`src/rtl/axi_stream_sequence_source.sv`:
```
// ---------------------------------------------------------------------------
// axi_stream_sequence_source
//
// Command-driven stream transmitter for a valid/ready pipeline. One command
// (start, stride, count) is taken on the cmd_* handshake. The block then
// emits count beats start, start+stride, start+2*stride, ... on the master
// stream port and pulses done for one cycle when the command ends. An abort
// request ends the running command at the next beat boundary.
//
// Parameters
//   WIDTH        data / start / stride width in bits
//   COUNT_WIDTH  beat-count width (max 2^COUNT_WIDTH-1 beats per command)
//
// Ports
//   clk           rising-edge clock
//   reset         synchronous, active-high reset
//   cmd_valid     command present
//   cmd_ready     block can accept a command (idle and not in reset)
//   cmd_start     first beat value
//   cmd_stride    unsigned increment per beat
//   cmd_count     number of beats, zero allowed
//   abort         stop the running command at the next beat boundary
//   m_data        stream data
//   m_valid       stream data valid
//   m_ready       downstream accepts
//   m_last        final beat of the command
//   done          one-cycle completion pulse
//   done_aborted  qualifies done: command ended by abort
//   done_count    beats transferred, valid while done is high
// ---------------------------------------------------------------------------
module axi_stream_sequence_source #(
  parameter int WIDTH       = 32,
  parameter int COUNT_WIDTH = 16
) (
  input  logic                   clk,
  input  logic                   reset,
  input  logic                   cmd_valid,
  output logic                   cmd_ready,
  input  logic [WIDTH-1:0]       cmd_start,
  input  logic [WIDTH-1:0]       cmd_stride,
  input  logic [COUNT_WIDTH-1:0] cmd_count,
  input  logic                   abort,
  output logic [WIDTH-1:0]       m_data,
  output logic                   m_valid,
  input  logic                   m_ready,
  output logic                   m_last,
  output logic                   done,
  output logic                   done_aborted,
  output logic [COUNT_WIDTH-1:0] done_count
);

  typedef enum logic [1:0] {
    IDLE,
    RUN,
    DONE
  } stateT;

  stateT                  r_state;
  logic [WIDTH-1:0]       r_cur;
  logic [WIDTH-1:0]       r_stride;
  logic [COUNT_WIDTH-1:0] r_remaining;
  logic [COUNT_WIDTH-1:0] r_sent;
  logic                   r_abortPending;
  logic                   r_cmdReady;
  logic                   r_mValid;
  logic                   r_mLast;
  logic                   r_done;
  logic                   r_doneAborted;
  logic [COUNT_WIDTH-1:0] r_doneCount;

  logic                   w_beatXfer;
  logic                   w_cmdXfer;
  logic                   w_abortNow;
  logic [COUNT_WIDTH-1:0] w_remainingNext;
  logic [COUNT_WIDTH-1:0] w_sentNext;

  assign w_beatXfer      = r_mValid && m_ready;
  assign w_cmdXfer       = cmd_valid && r_cmdReady;
  // An abort arriving on the same edge as a beat transfer counts immediately.
  assign w_abortNow      = abort || r_abortPending;
  assign w_remainingNext = r_remaining - COUNT_WIDTH'(1);
  assign w_sentNext      = r_sent + COUNT_WIDTH'(1);

  // cmd_ready is the registered idle flag, forced low while reset is held.
  assign cmd_ready    = r_cmdReady && !reset;
  assign m_data       = r_cur;
  assign m_valid      = r_mValid;
  assign m_last       = r_mLast;
  assign done         = r_done;
  assign done_aborted = r_doneAborted;
  assign done_count   = r_doneCount;

  // Single sequencer: IDLE waits for a command, RUN walks the arithmetic
  // sequence one beat per transfer, DONE holds the completion pulse for one
  // cycle and forces a bubble before the next command can be taken.
  always_ff @(posedge clk) begin
    if (reset) begin
      r_state        <= IDLE;
      r_cur          <= '0;
      r_stride       <= '0;
      r_remaining    <= '0;
      r_sent         <= '0;
      r_abortPending <= 1'b0;
      r_cmdReady     <= 1'b1;
      r_mValid       <= 1'b0;
      r_mLast        <= 1'b0;
      r_done         <= 1'b0;
      r_doneAborted  <= 1'b0;
      r_doneCount    <= '0;
    end else begin
      case (r_state)
        IDLE: begin
          if (w_cmdXfer) begin
            r_cur          <= cmd_start;
            r_stride       <= cmd_stride;
            r_remaining    <= cmd_count;
            r_sent         <= '0;
            r_abortPending <= 1'b0;
            r_cmdReady     <= 1'b0;
            if (cmd_count == '0) begin
              // Empty command: straight to completion, no beat emitted.
              r_state       <= DONE;
              r_done        <= 1'b1;
              r_doneAborted <= 1'b0;
              r_doneCount   <= '0;
            end else begin
              r_state  <= RUN;
              r_mValid <= 1'b1;
              r_mLast  <= (cmd_count == COUNT_WIDTH'(1));
            end
          end
        end

        RUN: begin
          // The pending flag never withdraws or alters the presented beat.
          if (abort) begin
            r_abortPending <= 1'b1;
          end
          if (w_beatXfer) begin
            r_cur       <= r_cur + r_stride;
            r_remaining <= w_remainingNext;
            r_sent      <= w_sentNext;
            if (r_mLast) begin
              // Final beat wins over any abort: normal completion.
              r_state       <= DONE;
              r_mValid      <= 1'b0;
              r_mLast       <= 1'b0;
              r_done        <= 1'b1;
              r_doneAborted <= 1'b0;
              r_doneCount   <= w_sentNext;
            end else if (w_abortNow) begin
              r_state       <= DONE;
              r_mValid      <= 1'b0;
              r_mLast       <= 1'b0;
              r_done        <= 1'b1;
              r_doneAborted <= 1'b1;
              r_doneCount   <= w_sentNext;
            end else begin
              r_mLast <= (w_remainingNext == COUNT_WIDTH'(1));
            end
          end
        end

        DONE: begin
          r_state        <= IDLE;
          r_done         <= 1'b0;
          r_doneAborted  <= 1'b0;
          r_abortPending <= 1'b0;
          r_cmdReady     <= 1'b1;
        end

        default: begin
          r_state    <= IDLE;
          r_mValid   <= 1'b0;
          r_mLast    <= 1'b0;
          r_done     <= 1'b0;
          r_cmdReady <= 1'b1;
        end
      endcase
    end
  end

endmodule

```
`config.mk`:
```
export PLATFORM = sky130hd
export DESIGN_NAME = axi_stream_sequence_source
export DESIGN_NICKNAME = d
export VERILOG_FILES = /design/src/rtl/axi_stream_sequence_source.sv
export SDC_FILE = /design/constraint.sdc
export NUM_CORES = 1
export LEC_CHECK = 0
export ABC_CLOCK_PERIOD_IN_PS = 3200
export CAP_MARGIN = 10
export CORE_MARGIN = 2
export CORE_UTILIZATION = 53
export CTS_CLUSTER_DIAMETER = 100
export DETAILED_ROUTE_END_ITERATION = 16
export GPL_ROUTABILITY_DRIVEN = 0
export HOLD_SLACK_MARGIN = 0.1
export MAX_ROUTING_LAYER = met4
export PLACE_DENSITY = 0.82
export SYNTH_ARGS = -nofsm -noshare
export SYNTH_HDL_FRONTEND = slang
export SYNTH_SLANG_ARGS = --single-unit
```
`constraint.sdc`:
```
create_clock -name clk -period 3.2 [get_ports clk]
set_input_delay 0.8 -clock clk [delete_from_list [all_inputs] [get_ports clk]]
set_output_delay 0.8 -clock clk [all_outputs]
set_load 0.1 [all_outputs]
```
### Word-level counts from Yosys, hierarchy flattened

Index checks and enable logic that the tools add are counted.

* register bits after elaboration: 120
* input port bits: 85
* output and inout port bits: 53
* word-level logic and storage cells: 94

* add/subtract/negate cells: 3
* equality and inequality tests: 10
* multiplexer cells: 48
* bitwise operators: 2
* reductions and logical operators: 19

Operators with widths (count)
* 16-bit two-way mux: 9
* 16-bit case mux with 2 select lines: 3
* 32-bit two-way mux: 2
* 32-bit case mux with 2 select lines: 1
* 32-bit adder: 1
* 16-bit by 1-bit == test with 1-bit output (second input constant): 2
* 1-bit two-way mux: 21
* 16-bit by 1-bit adder with 16-bit output (second input constant): 1
* 16-bit logical NOT: 1
* 16-bit by 1-bit subtractor with 16-bit output (second input constant): 1
* 5-bit AND reduction: 3
* 1-bit case mux with 3 select lines: 4
* 2-bit two-way mux: 5
* 2-bit != test (second input constant): 5
* 3-bit AND reduction: 3
* 4-bit AND reduction: 2
* 1-bit case mux with 2 select lines: 2
* 2-bit case mux with 2 select lines: 1
* 2-bit AND reduction: 2
* 1-bit logical AND: 3
* 3-bit != test (second input constant): 1
* 3-bit nonzero test: 1
* 2-bit by 1-bit == test with 1-bit output (second input constant): 1
* 2-bit == test (second input constant): 1
* other kinds (5): 6

### Logic depth before layout (Yosys ltp)

* word-level depth: 6
* gate-level depth with buffers: 12
* mapped depth without buffers: 12

### Least setup slack after synthesis

Ideal clock, no wire load.

* path kind: reg2reg
* start point: register r_cur[0], in the netlist m_data[0]
* end point: register r_cur[26], in the netlist m_data[26]
* library setup time: 0.086 ns
* arrival: 3.374 ns
* data required time: 3.114 ns
* setup slack: -0.260 ns
* stages on the path, launching flop included: 13
* buffers on the path: 0
* period minus slack after synthesis: 3.460 ns
* cell sequence: dfxtp_1 > ha_1 > inv_1 > fa_1 > nor2b_4 > o31a_1 > o41a_4 > a31oi_1 > o41a_2 > o21ai_4 > a21oi_2 > xor2_1 > a221oi_2

* longest elaborated chain between the ends: 3

Ends and longest elaborated chain
* from (decl): line 59 `logic [WIDTH-1:0] r_cur;`
* from (signal assigned): line 114 `r_cur <= cmd_start;`
* from (signal assigned): line 140 `r_cur <= r_cur + r_stride;`
* 32-bit adder: line 140
* 32-bit two-way mux: line 139 `if (w_beatXfer) begin`
* 32-bit case mux with 2 select lines: line 111 `case (r_state)`

No other way between the ends. The select of a mux whose other input is x is not followed.
A chain may end at the register's enable or synchronous reset.

### Worst setup path after layout

Ends and elaborated chain as after synthesis.

==> results.py <==
metrics = {
    "worst_hold_path": {
        "hold_start": "done_count[7]$_SDFFE_PP0P_",
        "hold-path-endpoint": "done_count[7]$_SDFFE_PP0P_",
        "holdPathStages": 2,
        "hp-class": "flop to flop",
    },
    "sta": {
        "fmax_mhz": 340,
        "hold_viol": 0,
        "skew_ps": 5.12,
        "fin_hold_ws_ps": 454,
        "post-route-period-util_pct": 91.9,
        "maxSlewViolCount": 0,
        "relSlewSlack_pct": 48.2,
        "tightest_slew_ps": 777,
        "rsz0062_at_grt": "no",
        "worst_slack_ps": 258,
        "setup_viol": 0,
        "period_minus_slack_ps": 2940,
        "finalSetupTns_ps": 0,
    },
    "power_and_ir_drop": {
        "p_per_area_nw_per_um2": 604,
        "cellLeakagePower_uw": 0.00354,
        "ir_drop_mv": 0.432,
    },
    "clocking": {
        "postCtsHoldBufs": 0,
        "cts_buffers": 17,
        "h-tree-depth": 4,
        "clockBufferDepth": 2,
        "worstSkewPairLatency_ps": 420,
        "cts_tree": "done",
        "post_cts_resized": 0,
        "postCtsSetupRepairBufs": 0,
        "cts.sinks": 120,
        "clockRootBuffer": "clkbuf_16",
        "cts.reportedPaths.clkPinSlew_ps": 50,
    },
    "global_routing": {
        "gr-usage-met1_pct": 36.9,
        "grt-ovfl-total": 0,
        "grtUsageMet2_pct": 45.0,
        "grt_use_total_pct": 28.7,
        "met3_usage_pct": 6.37,
        "grt_first_pass_wirelength_um": 32300,
        "first_global_vias": 6807,
        "antenna_found_initial": 0,
        "grt_max_degree": 72,
        "top_usage_layer": "met2",
    },
    "drt": {
        "num_vias": 7254,
        "drt-total-wl_um": 19400,
        "vias_per_cell": 5.83,
        "drt_iter0_drc": 658,
        "wl_per_cell_um": 15.6,
        "drt_drc_violations_left": 0,
        "drt_first_pass_iters": 5,
        "ant_nets": 0,
    },
    "placement": {
        "port_buffers": 137,
        "place_hpwl_um": 13500,
        "dpl_worst_slack_ps": 53.7,
    },
    "final_layout": {
        "postLayoutCoreUtil_pct": 70.3,
        "final_nets": 1181,
        "drive_above_1_share_pct": 12.0,
        "syn2layout_area_growth_pct": 28.0,
        "nFillCells": 1083,
        "diodes": 0,
    },
    "yosys": {
        "seq_area_frac_synth_pct": 34.4,
        "yosys.cell_types.count": 64,
        "synth_async_sr_flop_share_pct": 0,
        "yosys_most_used_dff": "dfxtp_1",
        "syn_area_per_cell_sq_um": 7.39,
        "syn_inst": 946,
        "synth_warnings": 0,
        "ys_seq_elements": 120,
        "synthesis.area_sq_um": 6990,
        "syn_nets": 1066,
        "synth_edf_count": 0,
    },
    "worst_setup_path": {
        "required_ps": 3530,
        "critPathCaptureType": "flop",
        "critPathKind": "flop to flop",
        "startpoint_type": "flop",
        "crit_arrival_ps": 3270,
        "r2r_slack_ps": 260,
        "rr_startpoint": "m_data[0]$_SDFFE_PP0P_",
        "r2r-end": "m_data[26]$_SDFFE_PP0P_",
        "path_max_fanout": 4,
        "r2r_cells": 12,
    },
    "die": {
        "die_w_um": 119,
        "start_util_pct": 54.9,
        "rows": 41,
        "fp.dieH_um": 119,
        "fp.coreArea_sq_um": 12700,
        "die-area_sq_um": 14100,
        "num_io_pins": 138,
    },
    "job": {
        "maxCapViolCount": 0,
    },
    "status": {
        "outcome": "completed",
    },
}
where the power goes:
part           internal [uW]  total [uW]  switching, uW
clock network           1070        1730            663
logic                    611        1890           1280
registers               1630        1780            146
total                   3310        5400           2090
cell usage after synthesis (all sizes together) (2+ instances only):
library cell	count	area share (%)
a211oi	20	2.3
a21o	11	1.2
a21oi	121	8.7
a221oi	10	1.3
a22oi	10	1.1
a311oi	15	1.9
a31oi	7	0.63
and2	4	0.36
and3	11	0.98
buf	7	0.45
clkbuf	52	2.8
dfxtp	120	34
ha	34	6.1
inv	15	0.81
nand2	191	10
nand3	28	2.0
nand4	4	0.36
nor2	95	5.1
nor2b	6	0.64
nor3	28	2.0
nor4	6	0.63
nor4b	2	0.47
o211ai	2	0.21
o21a	6	0.64
o21ai	61	4.6
o21bai	5	0.54
o22ai	3	0.27
o31a	2	0.25
o31ai	3	0.32
o41a	2	0.48
or2	2	0.18
or3	8	0.86
xnor2	18	2.3
xor2	22	2.8
stage by stage:
step                      area, sq um  std cells  power [uW]
final                            8940       1245        5400
after global routing             8940       1245        5660
after CTS                        8940       1245        5410
after detailed placement         8410       1214        3670
after global placement           8410       1214        3650
after floorplan                  6990        946        3160
flip-flops by register name, indices dropped and copies added (netlist names), 2 cells and up:
signal and count:
m_data 32, r_state 2, r_stride 32, r_sent 16, r_remaining 16, done_count 16
per-layer routing:
| layer | vias up | wire length (um) |
|---|---|---|
| li1 | 3585 | - |
| met1 | 3371 | 8810 |
| met2 | 265 | 9030 |
| met3 | 33 | 1260 |
| met4 | 0 | 352 |
| met5 | - | 0 |
cell type report:
type | count | area (sq um) | share of cell area (%)
Inverter | 15 | 56.3 | 0.630
Sequential cell | 120 | 2410 | 26.9
Clock buffer | 21 | 450 | 5.04
Multi-Input combinational cell | 752 | 4330 | 48.4
Clock inverter | 10 | 80.1 | 0.895
Tap cell | 172 | 215 | 2.41
Timing Repair Buffer | 155 | 1410 | 15.8
critical path, cell delays in order (launching register included):
cell,delay (ps)
dfxtp_2,340
ha_1,160
inv_1,50
fa_1,410
nor2b_4,140
o31a_1,200
o41a_4,180
a31oi_1,140
o41a_2,580
o21ai_4,210
a21oi_2,90
xor2_1,160
a221oi_2,210
kinds of logic (layout without fill, tap and decap cells):
kind of cell             Yosys count  in the layout  share of synthesized area, %
AO/OA/AOI/OAI                    288            288                          25.8
flip-flops                       120            120                          34.4
buffers and inverters             74            201                          4.06
AND/OR/NAND/NOR                  389            389                          24.4
XOR/XNOR                          40             40                          5.01
adder cells (fa/ha/maj)           35             35                          6.37
how the worst max path moves through the flow:
stage | start | endpoint | slack, ps
global placement | cmd_count[11] | done_count[4]$_SDFFE_PP0P_ | 160
global route | m_data[0]$_SDFFE_PP0P_ | m_data[26]$_SDFFE_PP0P_ | 100
CTS | m_data[0]$_SDFFE_PP0P_ | m_data[26]$_SDFFE_PP0P_ | 270
detailed placement | cmd_count[11] | done_count[13]$_SDFFE_PP0P_ | 50
floorplan | m_data[3]$_SDFFE_PP0P_ | m_data[30]$_SDFFE_PP0P_ | 10
finish | m_data[0]$_SDFFE_PP0P_ | m_data[26]$_SDFFE_PP0P_ | 260
cells in the final DEF (no fill, tap or decap), types with 17 or more instances in the layout:
| cell type | instances |
|---|---|
| clkdlybuf4s50_1 | 83 |
| a211oi_1 | 18 |
| ha_1 | 34 |
| buf_4 | 69 |
| nor3_1 | 27 |
| clkbuf_16 | 17 |
| nor2_1 | 93 |
| nand3_1 | 28 |
| nand2_1 | 187 |
| xnor2_1 | 18 |
| o21ai_0 | 52 |
| dfxtp_1 | 117 |
| xor2_1 | 22 |
| a21oi_1 | 120 |
Power figures use the tool's default switching activity.
